--- config.mk ---
export PLATFORM = sky130hd
export DESIGN_NAME = me_block_scheduler
export DESIGN_NICKNAME = d
export VERILOG_FILES = /design/src/rtl/me_block_scheduler.sv
export SDC_FILE = /design/constraint.sdc
export NUM_CORES = 1
export LEC_CHECK = 0
export CORE_MARGIN = 2
export CORE_UTILIZATION = 25
export CTS_CLUSTER_DIAMETER = 80
export DETAILED_ROUTE_END_ITERATION = 8
export MAX_ROUTING_LAYER = met4
export SETUP_SLACK_MARGIN = 0.02
export SYNTH_ARGS = -nofsm -noshare
export SYNTH_HDL_FRONTEND = slang
export SYNTH_SLANG_ARGS = --single-unit
--- constraint.sdc ---
create_clock -name clock -period 3 [get_ports clock]
set_input_delay 0.9 -clock clock [delete_from_list [all_inputs] [get_ports clock]]
set_output_delay 0.9 -clock clock [all_outputs]
set_load 0.02 [all_outputs]
--- src/rtl/me_block_scheduler.sv ---
// Frame sequencer for the motion-estimation core: walks the block grid in raster order,
// runs one search per block and queues results in a small FIFO. Define ME_STATS_EN for frame statistics.
module me_block_scheduler #(
    parameter int BLOCKS_X       = 4,
    parameter int BLOCKS_Y       = 4,
    parameter int TIMEOUT_CYCLES = 4200,
    parameter int FIFO_DEPTH     = 4
) (
    input  logic        clock,
    input  logic        reset_n,
    input  logic        frame_start,
    output logic        frame_busy,
    output logic        frame_done,
    output logic [3:0]  blk_x,
    output logic [3:0]  blk_y,
    output logic        me_start,
    input  logic        me_completed,
    input  logic [7:0]  me_best_dist,
    input  logic [3:0]  me_motion_x,
    input  logic [3:0]  me_motion_y,
    output logic        res_valid,
    input  logic        res_ready,
    output logic [23:0] res_data,
    output logic        err_timeout
`ifdef ME_STATS_EN
    ,
    output logic [15:0] frame_sad_sum,
    output logic [7:0]  perfect_count
`endif
);

    localparam int TW = $clog2(TIMEOUT_CYCLES + 1);
    localparam int AW = $clog2(FIFO_DEPTH);
    localparam int CW = AW + 1;
    localparam logic [3:0]    LAST_X      = 4'(BLOCKS_X - 1);
    localparam logic [3:0]    LAST_Y      = 4'(BLOCKS_Y - 1);
    localparam logic [TW-1:0] TIMEOUT_VAL = TW'(TIMEOUT_CYCLES);
    localparam logic [CW-1:0] DEPTH_VAL   = CW'(FIFO_DEPTH);

    typedef enum logic [2:0] {
        S_IDLE, S_LAUNCH, S_RUN, S_CAPTURE, S_GAP, S_DONE
    } state_t;

    state_t        state_q, state_d;
    logic [3:0]    blk_x_q, blk_x_d, blk_y_q, blk_y_d;
    logic [TW-1:0] tmo_q, tmo_d;
    logic [23:0]   hold_q, hold_d;
    logic          err_q, err_d;
    logic [AW-1:0] wr_ptr_q, wr_ptr_d, rd_ptr_q, rd_ptr_d;
    logic [CW-1:0] count_q, count_d;
    logic [23:0]   mem_q [FIFO_DEPTH];
    logic          push, pop, fifo_full, last_blk, start_acc;

    assign fifo_full = (count_q == DEPTH_VAL);
    assign pop       = (count_q != '0) && res_ready;
    assign last_blk  = (blk_x_q == LAST_X) && (blk_y_q == LAST_Y);
    assign start_acc = (state_q == S_IDLE) && frame_start;

    always_comb begin
        // NOTE: every variable gets a default first so no path leaves it unassigned and infers a latch.
        state_d = state_q;
        blk_x_d = blk_x_q;
        blk_y_d = blk_y_q;
        tmo_d   = tmo_q;
        hold_d  = hold_q;
        err_d   = err_q;
        push    = 1'b0;
        case (state_q)
            S_IDLE: begin
                if (frame_start) begin
                    state_d = S_LAUNCH;
                    blk_x_d = '0;
                    blk_y_d = '0;
                    err_d   = 1'b0;
                end
            end
            S_LAUNCH: begin
                tmo_d   = '0;
                state_d = S_RUN;
            end
            S_RUN: begin
                tmo_d = tmo_q + TW'(1);
                // A completion arriving on the timeout cycle still counts as a real result.
                if (me_completed) begin
                    hold_d  = {blk_y_q, blk_x_q, me_best_dist, me_motion_x, me_motion_y};
                    state_d = S_CAPTURE;
                end else if (tmo_q == TIMEOUT_VAL) begin
                    hold_d  = {blk_y_q, blk_x_q, 8'hFF, 8'h00};
                    err_d   = 1'b1;
                    state_d = S_CAPTURE;
                end
            end
            S_CAPTURE: begin
                if (!fifo_full || pop) begin
                    push    = 1'b1;
                    state_d = last_blk ? S_DONE : S_GAP;
                end
            end
            S_GAP: begin
                if (blk_x_q == LAST_X) begin
                    blk_x_d = '0;
                    blk_y_d = blk_y_q + 4'd1;
                end else begin
                    blk_x_d = blk_x_q + 4'd1;
                end
                state_d = S_LAUNCH;
            end
            S_DONE: begin
                blk_x_d = '0;
                blk_y_d = '0;
                state_d = S_IDLE;
            end
            default: state_d = S_IDLE;
        endcase
    end

    always_comb begin
        wr_ptr_d = wr_ptr_q;
        rd_ptr_d = rd_ptr_q;
        count_d  = count_q;
        if (push) wr_ptr_d = wr_ptr_q + AW'(1);
        if (pop)  rd_ptr_d = rd_ptr_q + AW'(1);
        case ({push, pop})
            2'b10:   count_d = count_q + CW'(1);
            2'b01:   count_d = count_q - CW'(1);
            default: count_d = count_q;
        endcase
    end

    always_ff @(posedge clock or negedge reset_n) begin
        // NOTE: state flops use non-blocking assignments so every flop samples pre-edge values.
        if (!reset_n) begin
            state_q  <= S_IDLE;
            blk_x_q  <= '0;
            blk_y_q  <= '0;
            tmo_q    <= '0;
            hold_q   <= '0;
            err_q    <= 1'b0;
            wr_ptr_q <= '0;
            rd_ptr_q <= '0;
            count_q  <= '0;
        end else begin
            state_q  <= state_d;
            blk_x_q  <= blk_x_d;
            blk_y_q  <= blk_y_d;
            tmo_q    <= tmo_d;
            hold_q   <= hold_d;
            err_q    <= err_d;
            wr_ptr_q <= wr_ptr_d;
            rd_ptr_q <= rd_ptr_d;
            count_q  <= count_d;
        end
    end

    always_ff @(posedge clock or negedge reset_n) begin
        // NOTE: the FIFO storage is reset because res_data must read zero out of reset; it is only a few words.
        if (!reset_n) begin
            for (int i = 0; i < FIFO_DEPTH; i++) mem_q[i] <= '0;
        end else if (push) begin
            mem_q[wr_ptr_q] <= hold_q;
        end
    end

    assign me_start    = (state_q == S_LAUNCH) || (state_q == S_RUN);
    assign frame_busy  = me_start || (state_q == S_CAPTURE) || (state_q == S_GAP);
    assign frame_done  = (state_q == S_DONE);
    assign blk_x       = blk_x_q;
    assign blk_y       = blk_y_q;
    assign res_valid   = (count_q != '0);
    assign res_data    = mem_q[rd_ptr_q];
    assign err_timeout = err_q;

`ifdef ME_STATS_EN
    logic [15:0] sad_q, sad_d;
    logic [7:0]  perf_q, perf_d;
    logic [16:0] sad_sum;

    always_comb begin
        sad_d   = sad_q;
        perf_d  = perf_q;
        sad_sum = {1'b0, sad_q} + {9'b0, hold_q[15:8]};
        if (start_acc) begin
            sad_d  = '0;
            perf_d = '0;
        end else if (push) begin
            sad_d = sad_sum[16] ? 16'hFFFF : sad_sum[15:0];
            // Timeout entries carry 0xFF, so a zero distance is always a genuine match.
            if ((hold_q[15:8] == 8'h00) && (perf_q != 8'hFF)) perf_d = perf_q + 8'd1;
        end
    end

    always_ff @(posedge clock or negedge reset_n) begin
        if (!reset_n) begin
            sad_q  <= '0;
            perf_q <= '0;
        end else begin
            sad_q  <= sad_d;
            perf_q <= perf_d;
        end
    end

    assign frame_sad_sum = sad_q;
    assign perfect_count = perf_q;
`endif

endmodule
Yosys cells after proc, flatten, opt, wreduce, memory -nomap -nowiden
Index checks and enable logic that the tools add are counted.

operators by class
  multiplexer cells = 27
  reductions and logical operators = 20
  bitwise operators = 2
  order comparisons = 3
  $add $sub $neg = 7
  equal/unequal tests = 17

operators with widths
  operator                                        count
  two-way mux 24 bit                              5
  bitwise mux 96 bit                              1
  binary-select mux 24 bit (select 2 bit)         1
  demux 24 bit (select 2 bit)                     1
  case mux 13 bit (2 select lines)                1
  case mux 4 bit (3 select lines)                 2
  case mux 3 bit (5 select lines)                 1
  adder 13 x 1 -> 13 bit (second input constant)  1
  == test 13 bit (second input constant)          1
  two-way mux 3 bit                               4
  two-way mux 4 bit                               3
  inequality test 2 bit (second input constant)   5
  == test 3 bit (second input constant)           3
  adder 4 x 1 -> 4 bit (second input constant)    2
  == test 4 x 2 -> 1 bit (second input constant)  2
  nonzero test 2 bit                              4
  == test 3 x 2 -> 1 bit (second input constant)  2
  >= comparator 3 bit (second input constant)     2
  two-way mux 1 bit                               6
  inverter 2 -> 3 bit                             2
  case mux 3 bit (2 select lines)                 1
  AND reduction 3 bit                             2
  nonzero test 3 bit                              2
  adder 2 x 1 -> 2 bit (second input constant)    2
  14 further kinds                                20

word-level totals
  output and inout port bits = 37
  register bits = 152
  bits of input ports = 21

Depth between registers and ports, before layout
Gate-level depths: netlist (run 1).

  word-level depth = 7
  mapped depth = 11
  mapped depth without buffers = 9

Least setup slack after synthesis (run 1)
Ideal clock, no wire load.

  kind = input to register
  start point = input port res_ready
  end point = register count_q[2]
  buffers on the path = 1
  required time = 2.921 ns
  stages on the path = 10
  path slack = 0.462 ns
  arrival = 2.459 ns
  setup time = 0.079 ns
  cell sequence = nor4b_2 -> nor4b_2 -> buf_4 -> inv_1 -> ha_1 -> inv_1 -> fa_1 -> xor2_1 -> nor2_1 -> xor2_1

on the way
  cells in the longest elaborated chain, start to end = 6

RTL lines
  element                                                                       line  text
  start, declared                                                               22    input logic res_ready,
  logical AND 1 bit (*)                                                         55    assign pop = (count_q != '0) && res_ready;
  logical OR 1 bit                                                              94    if (!fifo_full || pop) begin
  two-way mux 1 bit                                                             94
  two-way mux 1 bit                                                             68    case (state_q)
  == test 2 x 1 -> 1 bit / == test 2 bit (equally long branches)                123   case ({push, pop})
  case mux 3 bit (2 select lines) / nonzero test 2 bit (equally long branches)  --
  end signal, assigned                                                          151   count_q <= count_d;
  end, declared                                                                 50    logic [CW-1:0] count_q, count_d;

Mark *: on every way between the ends. The rest lies on a longest branch, timed or not.
A chain may end at the register's enable or synchronous reset.

Worst setup path in the final report (run 1)
  start point = register state_q[1]
  end point = output port frame_done

on the way
  cells in the longest elaborated chain, start to end = 1

RTL lines
  element                 line  text
  start, declared         44    state_t state_q, state_d;
  start signal, assigned  143   state_q <= state_d;
  == test 3 bit           166   assign frame_done = (state_q == S_DONE);
  end, declared           13    output logic frame_done,

Every way passes these cells.

==> results of run 1 <==
## power by group
part / total (mW) / switching, mW / leakage, nW / internal [mW]
sequential: 3.34 / 0.564 / 1.96 / 2.78
clock: 2.11 / 0.859 / 0.266 / 1.25
combinational: 3.52 / 1.58 / 1.98 / 1.94
## critical path, stage by stage (launching register included)
cell	delay, ps
dfrtp_1	440
buf_4	180
inv_2	100
and3_1	190
clkdlybuf4s50_1	610
## area by class of cell
class / instances / area, um^2
Fill cell: 2799 / 19200
Sequential cell: 152 / 3800
Multi-Input combinational cell: 284 / 3130
Timing Repair Buffer: 82 / 827
Tap cell: 378 / 473
Clock buffer: 21 / 450
Clock inverter: 10 / 121
Inverter: 11 / 41.3
## cell families (layout without fill, tap and decap cells)
| family | count (synthesis) | count (layout) | synth area share (%) |
|---|---|---|---|
| AND/OR/NAND/NOR | 77 | 77 | 6.55 |
| AO/OA/AOI/OAI | 60 | 60 | 6.09 |
| multiplexers | 130 | 130 | 28.3 |
| buffers and inverters | 37 | 124 | 3.25 |
| adder cells (fa/ha/maj) | 10 | 10 | 1.85 |
| XOR/XNOR | 7 | 7 | 0.855 |
| flip-flops | 152 | 152 | 53.1 |
## through the flow
stage / instance area, um^2 / hold WS [ps] / total power, mW
CTS: 8850 / 470 / 9.10
global placement: 8310 / 463 / 7.07
floorplan: 7170 / 439 / 5.83
finish: 8850 / 458 / 8.97
detailed placement: 8310 / 469 / 7.14
global route: 8850 / 481 / 9.53
## cells in the mapped netlist (4+ instances only)
master | n | share of area (%)
mux2_2 | 22 | 3.5
xnor2_1 | 4 | 0.49
dfrtp_1 | 152 | 53
and2_1 | 4 | 0.35
clkbuf_1 | 7 | 0.37
a22o_1 | 9 | 1.1
and3_1 | 4 | 0.35
mux4_2 | 24 | 7.5
ha_1 | 9 | 1.6
mux2_4 | 80 | 17
buf_6 | 10 | 1.6
inv_1 | 10 | 0.52
nand2_4 | 4 | 0.63
o22a_1 | 8 | 0.98
a21oi_1 | 5 | 0.35
nor2_1 | 11 | 0.58
nand3_1 | 5 | 0.35
nand4_1 | 6 | 0.52
nand2_1 | 20 | 1.0
o21ai_0 | 19 | 1.3
nor3_1 | 4 | 0.28
buf_2 | 5 | 0.35
## state kept, by name, indices dropped and copies added, names as in the netlist
signal       cells
blk_x            4
blk_y            4
count_q          3
err_timeout      1
hold_q          24
mem_q           96
rd_ptr_q         2
state_q          3
tmo_q           13
wr_ptr_q         2
## layer usage
metal | track usage [%] | share of wire (%)
met5 | - | 0
met4 | 2.65 | 1.2
met3 | 3.09 | 3.4
met2 | 16.2 | 45
met1 | 15.2 | 51
## worst max-delay path by stage
stage	slack (ps)	end	start	cells past startpoint
global route	50	frame_done	state_q[1]	4
floorplan	460	count_q[2]	res_ready	10
detailed placement	80	count_q[2]	res_ready	10
CTS	50	frame_busy	state_q[1]	4
global placement	150	count_q[2]	res_ready	10
finish	160	frame_done	state_q[1]	4
## timing repair
item | in CTS | in global routing
gates resized for setup | 25 | 3
endpoints found under the setup margin | 25 | 2
pin swaps | 0 | 0
## layout by cell type, fill, tap and decap left out, types with 4 or more instances in the layout
cell / count
nand4_1: 6
o22a_1: 8
nand2_4: 4
o21ai_0: 19
mux2_4: 80
mux2_2: 22
mux4_2: 24
a21oi_1: 5
and3_1: 4
ha_1: 9
dlygate4sd2_1: 24
buf_4: 17
nand2_1: 20
dfrtp_1: 151
clkinvlp_4: 4
clkdlybuf4s50_1: 30
a22o_1: 9
and2_1: 4
nor3_1: 4
buf_12: 8
nor2_1: 11
xnor2_1: 4
nand3_1: 5
clkbuf_16: 17
inv_1: 10
==> results_dict.tcl, run 1 <==
set metrics [dict create \
    path_max_fanout 7 \
    crit_path_start_kind "flip-flop" \
    cts.sink_count 152 \
    core_area_mm2 0.0280 \
    grt_max_degree 60 \
    p_per_area_mw_per_mm2 1010 \
    fin_crit_sh_pct 94.7 \
    grt_pass1_wl_um 25400 \
    tns_ps 0 \
    vias 4139 \
    netlist_instances 473 \
    placed_cells 907 \
    drive_above_1_share_pct 34.8 \
    n_antenna_cell 0 \
    rr_worst_depth 6 \
    syn_avg_cell_area_um2 15.2 \
    seq_area_frac_synth_pct 53.1 \
    ys_types 53 \
    htree_levels 4 \
    clock.fmax_mhz 352 \
    initial_utilization_pct 25.6 \
    clkTransAtPathRegs_ps 70 \
    antenna_found_initial 0 \
    drt_wl_total_um 15200 \
    nets 579 \
    leakage_nw 4.21 \
    crit_path_end_kind "output pin" \
    finalHoldViolations 0 \
    cts_tree "built" \
    grt.overflow.total 0 \
    drc 0 \
    finish.utilization_pct 31.6 \
    cts_buffer_depth 2 \
    max_slew_margin_pct 60.6 \
    grt_use_total_pct 11.1 \
    place.gp.congestion 0.749 \
    drt-pass1-iter-count 4 \
    rr_endpoint "mem_q[95]" \
    ios 58 \
    detail-route-antenna-nets 0 \
    drt-vias-per-instance 4.41 \
    max_cap_viol_count 0 \
    syn_nets 504 \
    die-area_mm2 0.0300 \
    worst_slack_ps 158 \
    ys_ff_latch 152 \
    synth_edf_count 0 \
    num_rows 61 \
    drtIter0Drc 270 \
    r2r-start "state_q[2]" \
    r2r_slack_ps 950 \
    fin_skew_ps 12.6 \
    dieWidth_um 173 \
    slew_viol_final 0 \
    cts_hold_buf 0 \
    critPathKind "reg -> out" \
    placement.io_buffers 57 \
    clk_latency_ps 420 \
    yosysWarnings 0 \
    worst_pin_slew_ps 590 \
    dp_slack_ps 79.1 \
    post-dp-hpwl_um 10400 \
    grt_pass1_vias 4389 \
    synth-main-ff-cell "dfrtp_1" \
    cp.required_ps 2100 \
    status "complete, no violations" \
    syn_area_mm2 0.00717 \
    async_flop_share_pct 100 \
    rsz0062_at_grt "no" \
    ir_drop_mv 0.432 \
    cts.root.buffer_cell "clkbuf_16" \
    setup_viol 0 \
    dieHeight_um 173 \
    final_cells 938 \
    area_delta_synth_final_pct 23.5 \
    min_period_ps 2840 \
    crit_arrival_ps 1940 \
    post_cts_buffers 0 \
    numCtsBuffers 17 \
    min_path_type "in -> async" \
    routedWlPerCell_um 16.3 \
]
Note: power is estimated with default switching activity, not from simulation.
==> inputs of run 2 (changes only) <==
Settings changed: TNS_END_PERCENT from default to 50.
==> results of run 2 <==
The final DEF is identical to that of run 1; final timing and power are the same.
==> inputs of run 3 (changes only) <==
Settings changed: CORE_MARGIN 2 to default.
==> results_dict.tcl, run 3 (synthesized netlist as in run 1, its figures left out) <==
set metrics [dict create \
    grt_pass1_vias 4326 \
    crit_arrival_ps 1960 \
    final_common_cell "dfrtp_1" \
    num_rows 61 \
    max_slew_margin_pct 61.9 \
    core_area_mm2 0.0280 \
    critPathKind "reg -> out" \
    grt_max_degree 58 \
    crit_start "rd_ptr_q[0]" \
    cts_tree "built" \
    drt_wl_total_um 15300 \
    nets 580 \
    status "complete, no violations" \
    regArea_mm2 0.00380 \
    tns_ps 0 \
    die-area_mm2 0.0294 \
    fin_skew_ps 14.9 \
    cts_hold_buf 0 \
    regMostFlops "mem_q" \
    crit_path_start_kind "flip-flop" \
    drtIter0Drc 267 \
    cts_buffer_depth 2 \
    grt.overflow.total 0 \
    rsz0062_at_grt "no" \
    path_max_fanout 26 \
    leakage_nw 4.24 \
    drt-pass1-iter-count 4 \
    clkTransAtPathRegs_ps 70 \
    dieHeight_um 171 \
    p_per_area_mw_per_mm2 1020 \
    cp.required_ps 2100 \
    finish.utilization_pct 31.8 \
    r2r-start "tmo_q[0]" \
    placement.io_buffers 57 \
    post-dp-hpwl_um 10400 \
    detail-route-antenna-nets 0 \
    post_cts_buffers 0 \
    crit_path_end_kind "output pin" \
    cts.sink_count 152 \
    drt-vias-per-instance 4.36 \
    fin_crit_sh_pct 95.3 \
    area_delta_synth_final_pct 24.3 \
    ios 58 \
    routedWlPerCell_um 16.3 \
    top_regs "mem_q: 96 flops, hold_q: 24 flops, tmo_q: 13 flops" \
    numCtsBuffers 17 \
    antenna_found_initial 1 \
    cts.root.buffer_cell "clkbuf_16" \
    grt_use_total_pct 11.7 \
    dieWidth_um 171 \
    htree_levels 4 \
    fillers 2778 \
    initial_utilization_pct 25.6 \
    slew_viol_final 0 \
    clock.fmax_mhz 350 \
    ir_drop_mv 0.478 \
    multi_input_area_mm2 0.00313 \
    place.gp.congestion 0.769 \
    max_cap_viol_count 0 \
    vias 4094 \
    grt_pass1_wl_um 25100 \
    clk_latency_ps 430 \
    min_path_type "in -> async" \
    most-common-layout-cells "151 x dfrtp_1, 80 x mux2_4, 31 x clkdlybuf4s50_1" \
    drc 0 \
    worst_pin_slew_ps 569 \
    largest_register_ff_count 96 \
    setup_viol 0 \
    min_period_ps 2860 \
    drive_above_1_share_pct 35.3 \
    finalHoldViolations 0 \
]
==> run 3: final timing paths <==
kind / to / slack [ps] / cells after the start
hold reg to reg: count_q[2] / 490 / 1
min in group clock: count_q[2] / 490 / 1
max in group asynchronous: blk_x[3] / 1890 / 2
setup reg to reg: hold_q[12] / 910 / 6
setup / recovery: res_data[1] / 140 / 3
hold / removal: mem_q[64] / 430 / 1
==> run 3: routing by layer <==
metal | share of wire, % | global-route usage, %
met4 | 1.0 | 3.49
met5 | 0 | -
met1 | 51 | 16.2
met2 | 45 | 16.7
met3 | 3.7 | 2.88
==> run 3: area by class of cell <==
class,instances,area share [%]
sequential,152,42.7
multi-input combinational,284,35.2
tap,378,5.31
antenna,1,0.0281
timing repair buffer,83,9.66
clock buffer,20,5.12
inverter,11,0.463
clock inverter,11,1.54
==> run 3: stage by stage <==
stage / cell area (um^2) / hold WS, ps / power [mW] / worst slack (ps) / cells
floorplan: 7170 / 439 / 5.83 / 462 / 473
global route: 8910 / 467 / 9.62 / 42.6 / 940
global placement: 8340 / 467 / 7.07 / 129 / 908
detailed placement: 8340 / 488 / 7.15 / 77.5 / 908
finish: 8910 / 429 / 9.05 / 141 / 940
CTS: 8910 / 442 / 9.20 / 76.4 / 939
==> run 3: where the power goes <==
group / switching [mW] / leakage, nW / internal, mW
combinational: 1.59 / 1.99 / 1.96
clock: 0.888 / 0.282 / 1.28
sequential: 0.559 / 1.96 / 2.78
==> run 3: what timing repair did <==
action                     4_1_cts  5_1_grt
setup endpoints to repair       25        1
pin swaps                        0        0
gates resized for setup         25        1
==> run 3: critical path, cell delays in order (launching register included) <==
cell	delay, ps
dfrtp_2	370
buf_12	240
mux4_2	580
dlygate4sd2_1	340
